$ cat src/rtl/mem_arbiter_pkg.sv
// Shared definitions for the memory-port arbiter: FSM states, requester indices, helpers.
// Selection policy is chosen by MEM_ARBITER_ROUND_ROBIN_EN (defined: round robin, else fixed priority).
package mem_arbiter_pkg;

  localparam int NUM_REQ   = 3;
  localparam int MODE_W    = 3;
  localparam int REQ_FETCH = 0;
  localparam int REQ_DATA  = 1;
  localparam int REQ_DEBUG = 2;

  typedef enum logic [1:0] {
    ST_IDLE  = 2'd0,
    ST_ISSUE = 2'd1,
    ST_WAIT  = 2'd2,
    ST_RESP  = 2'd3
  } state_e;

  function automatic logic [1:0] onehot_to_idx(input logic [NUM_REQ-1:0] oh);
    logic [1:0] idx;
    idx = '0;
    for (int i = 0; i < NUM_REQ; i++) begin
      if (oh[i]) idx = 2'(i);
    end
    return idx;
  endfunction

  function automatic logic [NUM_REQ-1:0] idx_to_onehot(input logic [1:0] idx);
    return NUM_REQ'(1) << idx;
  endfunction

  // Wraps requester indices modulo NUM_REQ.
  function automatic logic [1:0] next_idx(input logic [1:0] idx);
    return (idx == 2'(NUM_REQ - 1)) ? 2'd0 : idx + 2'd1;
  endfunction

endpackage

$ cat src/rtl/mem_arbiter_picker.sv
// Combinational winner selection among the three requesters.
// MEM_ARBITER_ROUND_ROBIN_EN selects round robin from a pointer; otherwise fixed priority 1 > 0 > 2.
module mem_arbiter_picker
  import mem_arbiter_pkg::*;
(
  input  logic [NUM_REQ-1:0] req_i,
`ifdef MEM_ARBITER_ROUND_ROBIN_EN
  input  logic [1:0]         ptr_i,
`endif
  output logic [NUM_REQ-1:0] winner_o,
  output logic               valid_o
);

  assign valid_o = |req_i;

`ifdef MEM_ARBITER_ROUND_ROBIN_EN
  logic [1:0] cand1, cand2;

  assign cand1 = next_idx(ptr_i);
  assign cand2 = next_idx(cand1);

  // NOTE: default assignment first keeps this block free of inferred latches.
  always_comb begin
    winner_o = '0;
    if (req_i[ptr_i])      winner_o[ptr_i] = 1'b1;
    else if (req_i[cand1]) winner_o[cand1] = 1'b1;
    else if (req_i[cand2]) winner_o[cand2] = 1'b1;
  end
`else
  always_comb begin
    winner_o = '0;
    if (req_i[REQ_DATA])       winner_o[REQ_DATA]  = 1'b1;
    else if (req_i[REQ_FETCH]) winner_o[REQ_FETCH] = 1'b1;
    else if (req_i[REQ_DEBUG]) winner_o[REQ_DEBUG] = 1'b1;
  end
`endif

endmodule

$ cat src/rtl/mem_arbiter.sv
// Sequences fetch, load/store and debug requesters onto the single memory_control port.
// MEM_ARBITER_ROUND_ROBIN_EN enables round-robin selection; default is fixed priority.
module mem_arbiter
  import mem_arbiter_pkg::*;
#(
  parameter int ADDR_W         = 32,
  parameter int DATA_W         = 32,
  parameter int TIMEOUT_CYCLES = 64
) (
  input  logic                      clk,
  input  logic                      rst,
  input  logic [NUM_REQ-1:0]        req,
  input  logic [NUM_REQ*ADDR_W-1:0] req_addr,
  input  logic [NUM_REQ*MODE_W-1:0] req_mode,
  input  logic [NUM_REQ-1:0]        req_we,
  input  logic [NUM_REQ*DATA_W-1:0] req_wdata,
  output logic [NUM_REQ-1:0]        gnt,
  output logic [NUM_REQ-1:0]        done,
  output logic [NUM_REQ-1:0]        err,
  output logic [DATA_W-1:0]         rdata,
  output logic                      mem_start,
  output logic [ADDR_W-1:0]         mem_address,
  output logic [MODE_W-1:0]         mem_mode,
  output logic                      mem_write_enable,
  output logic [DATA_W-1:0]         mem_write_data,
  input  logic                      mem_active,
  input  logic                      mem_done,
  input  logic [DATA_W-1:0]         mem_read_data
);

  // A zero timeout still needs a one-bit counter so the declarations stay legal.
  localparam int CNT_W = (TIMEOUT_CYCLES > 0) ? $clog2(TIMEOUT_CYCLES + 1) : 1;
  localparam logic [CNT_W-1:0] TIMEOUT_VAL = CNT_W'(TIMEOUT_CYCLES);

  state_e              state_q;
  logic [1:0]          idx_q;
  logic [CNT_W-1:0]    cnt_q;
  logic [NUM_REQ-1:0]  gnt_q, done_q, err_q;
  logic [DATA_W-1:0]   rdata_q;
  logic                mem_start_q;
  logic [ADDR_W-1:0]   addr_q;
  logic [MODE_W-1:0]   mode_q;
  logic                we_q;
  logic [DATA_W-1:0]   wdata_q;

  logic [NUM_REQ-1:0]  win;
  logic                win_valid;
  logic [1:0]          win_idx_d;

`ifdef MEM_ARBITER_ROUND_ROBIN_EN
  logic [1:0] ptr_q;
`endif

  mem_arbiter_picker u_picker (
    .req_i    (req),
`ifdef MEM_ARBITER_ROUND_ROBIN_EN
    .ptr_i    (ptr_q),
`endif
    .winner_o (win),
    .valid_o  (win_valid)
  );

  assign win_idx_d = onehot_to_idx(win);

  // NOTE: every register here uses <= so all of them sample pre-edge values consistently.
  always_ff @(posedge clk) begin
    if (rst) begin
      state_q     <= ST_IDLE;
      idx_q       <= '0;
      cnt_q       <= '0;
      gnt_q       <= '0;
      done_q      <= '0;
      err_q       <= '0;
      rdata_q     <= '0;
      mem_start_q <= 1'b0;
      addr_q      <= '0;
      mode_q      <= '0;
      we_q        <= 1'b0;
      wdata_q     <= '0;
`ifdef MEM_ARBITER_ROUND_ROBIN_EN
      ptr_q       <= '0;
`endif
    end else begin
      gnt_q       <= '0;
      done_q      <= '0;
      err_q       <= '0;
      mem_start_q <= 1'b0;
      unique case (state_q)
        ST_IDLE: begin
          if (win_valid && !mem_active) begin
            idx_q       <= win_idx_d;
            addr_q      <= req_addr[int'(win_idx_d)*ADDR_W +: ADDR_W];
            mode_q      <= req_mode[int'(win_idx_d)*MODE_W +: MODE_W];
            we_q        <= req_we[win_idx_d];
            wdata_q     <= req_wdata[int'(win_idx_d)*DATA_W +: DATA_W];
            gnt_q       <= win;
            mem_start_q <= 1'b1;
            state_q     <= ST_ISSUE;
`ifdef MEM_ARBITER_ROUND_ROBIN_EN
            ptr_q       <= next_idx(win_idx_d);
`endif
          end
        end
        ST_ISSUE: begin
          cnt_q   <= '0;
          state_q <= ST_WAIT;
        end
        ST_WAIT: begin
          if (mem_done) begin
            rdata_q <= mem_read_data;
            done_q  <= idx_to_onehot(idx_q);
            state_q <= ST_RESP;
          end else if (TIMEOUT_CYCLES != 0 && cnt_q == TIMEOUT_VAL) begin
            rdata_q <= '0;
            done_q  <= idx_to_onehot(idx_q);
            err_q   <= idx_to_onehot(idx_q);
            state_q <= ST_RESP;
          end else if (cnt_q != '1) begin
            cnt_q <= cnt_q + 1'b1;
          end
        end
        ST_RESP: state_q <= ST_IDLE;
        default: state_q <= ST_IDLE;
      endcase
    end
  end

  assign gnt              = gnt_q;
  assign done             = done_q;
  assign err              = err_q;
  assign rdata            = rdata_q;
  assign mem_start        = mem_start_q;
  assign mem_address      = addr_q;
  assign mem_mode         = mode_q;
  assign mem_write_enable = we_q;
  assign mem_write_data   = wdata_q;

endmodule

$ cat config.mk
export PLATFORM = sky130hd
export DESIGN_NAME = mem_arbiter
export DESIGN_NICKNAME = d
export VERILOG_FILES = /design/src/rtl/mem_arbiter_pkg.sv /design/src/rtl/mem_arbiter_picker.sv /design/src/rtl/mem_arbiter.sv
export SDC_FILE = /design/constraint.sdc
export NUM_CORES = 1
export LEC_CHECK = 0
export ABC_AREA = 1
export BUFFER_PORTS_ARGS = -buffer_cell sky130_fd_sc_hd__buf_2
export CORE_AREA = 2 2 136 138
export CTS_CLUSTER_DIAMETER = 100
export DETAILED_ROUTE_END_ITERATION = 6
export DIE_AREA = 0 0 138 140
export PLACE_DENSITY = 0.63
export SLEW_MARGIN = 20
export SYNTH_ARGS = -nofsm -noshare
export SYNTH_HDL_FRONTEND = slang
export SYNTH_HIERARCHICAL = 1
export SYNTH_SLANG_ARGS = --single-unit
export TNS_END_PERCENT = 5
$ cat constraint.sdc
create_clock -name clk -period 1.8 [get_ports clk]
set_input_delay 0.27 -clock clk [delete_from_list [all_inputs] [get_ports clk]]
set_output_delay 0.27 -clock clk [all_outputs]
set_load 0.05 [all_outputs]
[Word-level counts from Yosys, hierarchy flattened]
Index checks and enable logic that the tools add are counted.
Storage, ports and cells
  logic and storage cells: 70
  bits of input ports: 243
  output and inout bits: 110
  bits in latches: 0
  bits in read-only memories: 0
  register bits after elaboration: 121
  bits in writable memories: 0
  memories kept: 0
Cells by class
  shifts and indexed selects: 4
  eq/ne operators: 10
  $mul: 1
  multiplexer cells: 22
  bitwise logic cells: 3
  reduce and logical (&&, ||, !) cells: 15
  magnitude comparators: 1
  div/mod/pow operators: 0
  add/subtract/negate cells: 1
Operator list (number)
  96-bit by 8-bit indexed part select with 32-bit output: 2
  32-bit two-way mux: 2
  7-bit two-way mux: 3
  7-bit one-hot mux with 2 select lines: 1
  3-bit OR reduction: 3
  9-bit by 5-bit indexed part select with 3-bit output: 1
  1-bit two-way mux: 8
  2-bit two-way mux: 4
  2-bit != test, second input constant: 4
  2-bit one-hot mux with 4 select lines: 1
  7-bit by 1-bit adder with 7-bit output, second input constant: 1
  7-bit equality test, second input constant: 1
  7-bit != test, second input constant: 1
  3-bit two-way mux: 2
  2-bit AND reduction: 3
  2-bit equality test, second input constant: 2
  2-bit by 2-bit multiplier with 4-bit output, second input constant: 1
  4-bit AND reduction: 1
  2-bit nonzero test: 2
  2-bit OR reduction: 2
  4-bit OR reduction: 1
  2-bit by 3-bit less-than comparator with 1-bit output, second input constant: 1
  3-bit != test, second input constant: 1
  1-bit NOT: 3
  6 further kinds: 6

[Logic depth before layout (Yosys ltp)]
  word-level depth: 6
  gate-level depth with buffers: 10
  gate-level depth less buffers: 10

[Modules after synthesis]
Netlist, hierarchy kept.
Modules (own cells, without submodules)
  mem_arbiter: area an instance 5748.0 um2, cells each 818, times used 1, seq. area each 2422.3 um2
  mem_arbiter_picker: area an instance 38.8 um2, cells each 8, times used 1, seq. area each 0.0 um2

[Worst setup path before layout]
OpenSTA, ideal clock, no wires.
  path type: register to register
  from: register state_q[0]
  to: register cnt_q[4]
  cell stages (with the launch flop): 11
  path slack: 432 ps
  required time: 1691 ps
  period minus slack after synthesis: 1368 ps
  arrival time: 1260 ps
  setup time: 109 ps
  path buffers: 0
  cells stage by stage: dfxtp_1 -> inv_1 -> ha_1 -> nand2_1 -> inv_1 -> nor2_2 -> nand3_4 -> nand2_4 -> nand2_1 -> nand2_1 -> inv_1
On the way
  cells in the longest elaborated chain, start to end: 3
  elaborated cells on any way between the ends: 8
  classes of those cells: 5 x eq/ne; 1 x mux; 2 x reduce/logical
Ends and longest elaborated chain
  start, declared: line mem_arbiter.sv:35  | state_e state_q;
  start signal, assigned: line mem_arbiter.sv:68  | state_q <= ST_IDLE;
  start signal, assigned: line mem_arbiter.sv:98  | state_q <= ST_ISSUE;
  start signal, assigned: line mem_arbiter.sv:106  | state_q <= ST_WAIT;
  2-bit equality test or 2-bit by 1-bit equality test with 1-bit output (tied branches): line mem_arbiter.sv:88  | unique case (state_q)
  2-bit != test (no line) or 2-bit nonzero test (tied branches)
  4-bit AND reduction (no line)
  end signal, assigned: line mem_arbiter.sv:119  | cnt_q <= cnt_q + 1'b1;
  end, declared: line mem_arbiter.sv:37  | logic [CNT_W-1:0] cnt_q;
Several ways; a longest one is shown, not always the timed one.
A chain may end at the register's enable or synchronous reset.

[Worst setup path after layout]
  from: register state_q[0]
  to: register we_q (netlist: mem_write_enable)
On the way
  cells in the longest elaborated chain, start to end: 2
Ends and longest elaborated chain
  2-bit logical NOT: line mem_arbiter.sv:88
  2-bit AND reduction (no line)
  end signal, assigned: line mem_arbiter.sv:94  | we_q <= req_we[win_idx_d];
  end, declared: line mem_arbiter.sv:43  | logic we_q;
No other way between the ends.

==> results by group <==
Final layout
  – Non-Filler Instances: 1,398
  – Final #Nets: 1,404
  – Share of cells above drive strength 1: 36.3%
  – Area added between synthesis and finish: 45.3%

Setup path
  – Worst-path fanout max: 32
  – Crit start category: flop
  – WP data required: 2.14 ns
  – Type of the worst setup path: reg2reg
  – Worst setup EP type: flop
  – Worst Path Arrival: 1.99 ns

GRT
  – First-pass GRT wire length: 32,800 um
  – Initial antenna violation count: 2
  – Largest net degree at the start of global routing: 73
  – Vias in the first global route: 6,487
  – GRT Util Overall: 21.0%
  – Congestion Overflow GR: 0

STA
  – Final setup fails: 0
  – Final Hold Viols: 0
  – Final cycle utilization of the critical path: 91.4%
  – Setup TNS: 0 ns
  – RSZ-0062 raised after global routing: no
  – Period minus WS final: 1.65 ns
  – Fmax: 608 MHz
  – Slew Limit Fails: 0
  – Worst slew pin tran: 0.514 ns
  – Slew HR: 65.8%
  – Setup Skew: 0.00708 ns

Synth
  – Synth Area per Inst: 7.01 um^2
  – FF+latch count, synth: 121
  – Most used DFF post-synth: dfxtp_1
  – Syn Nets: 1,075
  – Post-synthesis sequential area ratio: 41.9%
  – Synth Cell Area: 5790 um^2
  – Ys async rst share: 0%
  – Synth cell types: 25
  – Gate Count Post-Synth: 826
  – Warnings, synthesis: 6
  – Post-synth EDFFs: 0

Clock network
  – CTS tree: done
  – Hold Buf Count CTS: 0
  – H-tree depth: 4
  – Root buf cell: clkbuf_16
  – Insertion delay to the later sink of the worst-skew pair: 0.41 ns
  – Total CTS buffers: 17
  – Clk buf depth: 2
  – Clock Sinks: 121
  – CTS clk-pin slew, worst paths: 0.06 ns

Placed design
  – Port buffer count: 352
  – Inst Count DP: 1,365
  – RD Place Congestion: 0.883
  – Post-DP HPWL: 15,500 um

Floorplanning
  – Die W: 138 um
  – I/O pin count: 353
  – Initial core utilization: 32.5%
  – Row count: 49
  – Die height: 140 um
  – CORE AREA: 17,800 um^2
  – Die ar.: 19,300 um^2

Detailed routing
  – Drc violations: 0
  – Vias/cell: 4.82
  – Length of the first detailed-routing pass in iterations: 5
  – Post-DR wirelength/cell: 14.5 um
  – Vias: 6,741
  – Routed WL: 20,300 um
  – Post-route ant nets: 0
  – Initial DRC Count: 390

Power
  – Power Density: 1320 nW/um^2
  – Power Total: 11.1 mW
  – Leakage: 4.48 nW
  – Worst vdd ir: 0.654 mV

Outcome
  – Status: finished clean

Worst hold path
  – Worst hold path type: in2reg

Job
  – Max cap viols: 0
## where the power goes
part	internal, mW	switching [mW]	total (mW)	leakage (nW)
registers	3.14	0.240	3.38	0.986
logic	1.14	2.91	4.05	3.19
clock network	2.36	1.28	3.64	0.302
## worst paths after layout
kind / from / end / slack [ns] / cells past startpoint
min: req_wdata[91] / mem_write_data[27] / 0.08 / 3
min reg2reg: rdata[25] / rdata[25] / 0.46 / 2
max: state_q[0] / mem_write_enable / 0.15 / 7
max reg2reg: state_q[0] / mem_write_enable / 0.15 / 7
## per-layer routing
| layer | up-vias | part of all wire, % | global-route usage (%) |
|---|---|---|---|
| li1 | 3406 | - | - |
| met1 | 3009 | 42 | 25.7 |
| met2 | 277 | 46 | 33.4 |
| met3 | 47 | 8.5 | 6.53 |
| met4 | 2 | 3.6 | 10.6 |
| met5 | - | 0.064 | 0 |
## worst max-delay path: stages (launching register included)
cell and delay, ns:
dfxtp_1 0.31, inv_1 0.11, ha_1 0.21, nand3_2 0.14, nor2_4 0.15, buf_4 0.35, o21ai_0 0.17, o21ai_1 0.13
## timing repair
action / 4_1_cts / 5_1_grt
resized for setup: 0 / 1
buffers inserted: 0 / 0
setup endpoints to repair: 0 / 1
## cell type report
type | instances | area, um^2
clock inverters | 14 | 196
clock buffers | 18 | 439
fillers | 1840 | 9370
diodes | 1 | 2.50
inverters | 30 | 115
repair buffers | 372 | 2010
flip-flops and latches | 121 | 2420
well taps | 229 | 287
multi-input cells | 613 | 2930
## Yosys cell counts (3+ instances only)
cell type | instances | share of area, %
o21ai_0 | 8 | 0.69
nand2_1 | 311 | 20
o211ai_1 | 63 | 8.2
dfxtp_1 | 121 | 42
ha_1 | 6 | 1.3
nor2_1 | 24 | 1.6
nand4_1 | 4 | 0.43
buf_6 | 6 | 1.2
nand3_1 | 135 | 12
inv_1 | 25 | 1.6
inv_2 | 5 | 0.32
nand2_2 | 3 | 0.32
clkbuf_1 | 30 | 1.9
a21oi_1 | 45 | 3.9
buf_2 | 17 | 1.5
nor2_2 | 4 | 0.43
buf_4 | 8 | 1.0
nand3_2 | 3 | 0.52
## cells in the final DEF, fill, tap and decap left out, drive strengths merged
cell / n
clkbuf: 18
dfxtp: 121
nand4: 4
o21ai: 9
diode: 1
nor2: 29
a21oi: 46
o211ai: 63
clkinv: 6
buf: 372
nand2: 315
ha: 6
o22ai: 1
inv: 31
bufinv: 4
nand3: 140
clkinvlp: 3
## sequential cells by signal (all words and copies together), names as in the netlist
name              cells
done                  3
rdata                32
cnt_q                 7
mem_start             1
gnt                   3
state_q               2
err                   3
idx_q                 2
mem_mode              3
mem_write_data       32
mem_address          32
mem_write_enable      1
## stage by stage
step	instance area (um^2)	hold slack [ns]	worst slack, ns	utilization (%)
2_1_floorplan	5790	0.409	0.432	-
4_1_cts	8400	0.0598	0.150	47.2
5_1_grt	8410	0.0750	0.00746	47.3
6_report	8410	0.0815	0.154	47.3
3_5_place_dp	7760	0.448	0.171	43.7
3_3_place_gp	7760	0.445	0.204	43.7
## cell families after synthesis
kind of cell	synth area share [%]
compound gates	13.1
fa+ha+maj	1.30
buf+inv	7.63
flops	41.9
simple gates	36.1
Note: power is estimated with default switching activity, not from simulation.
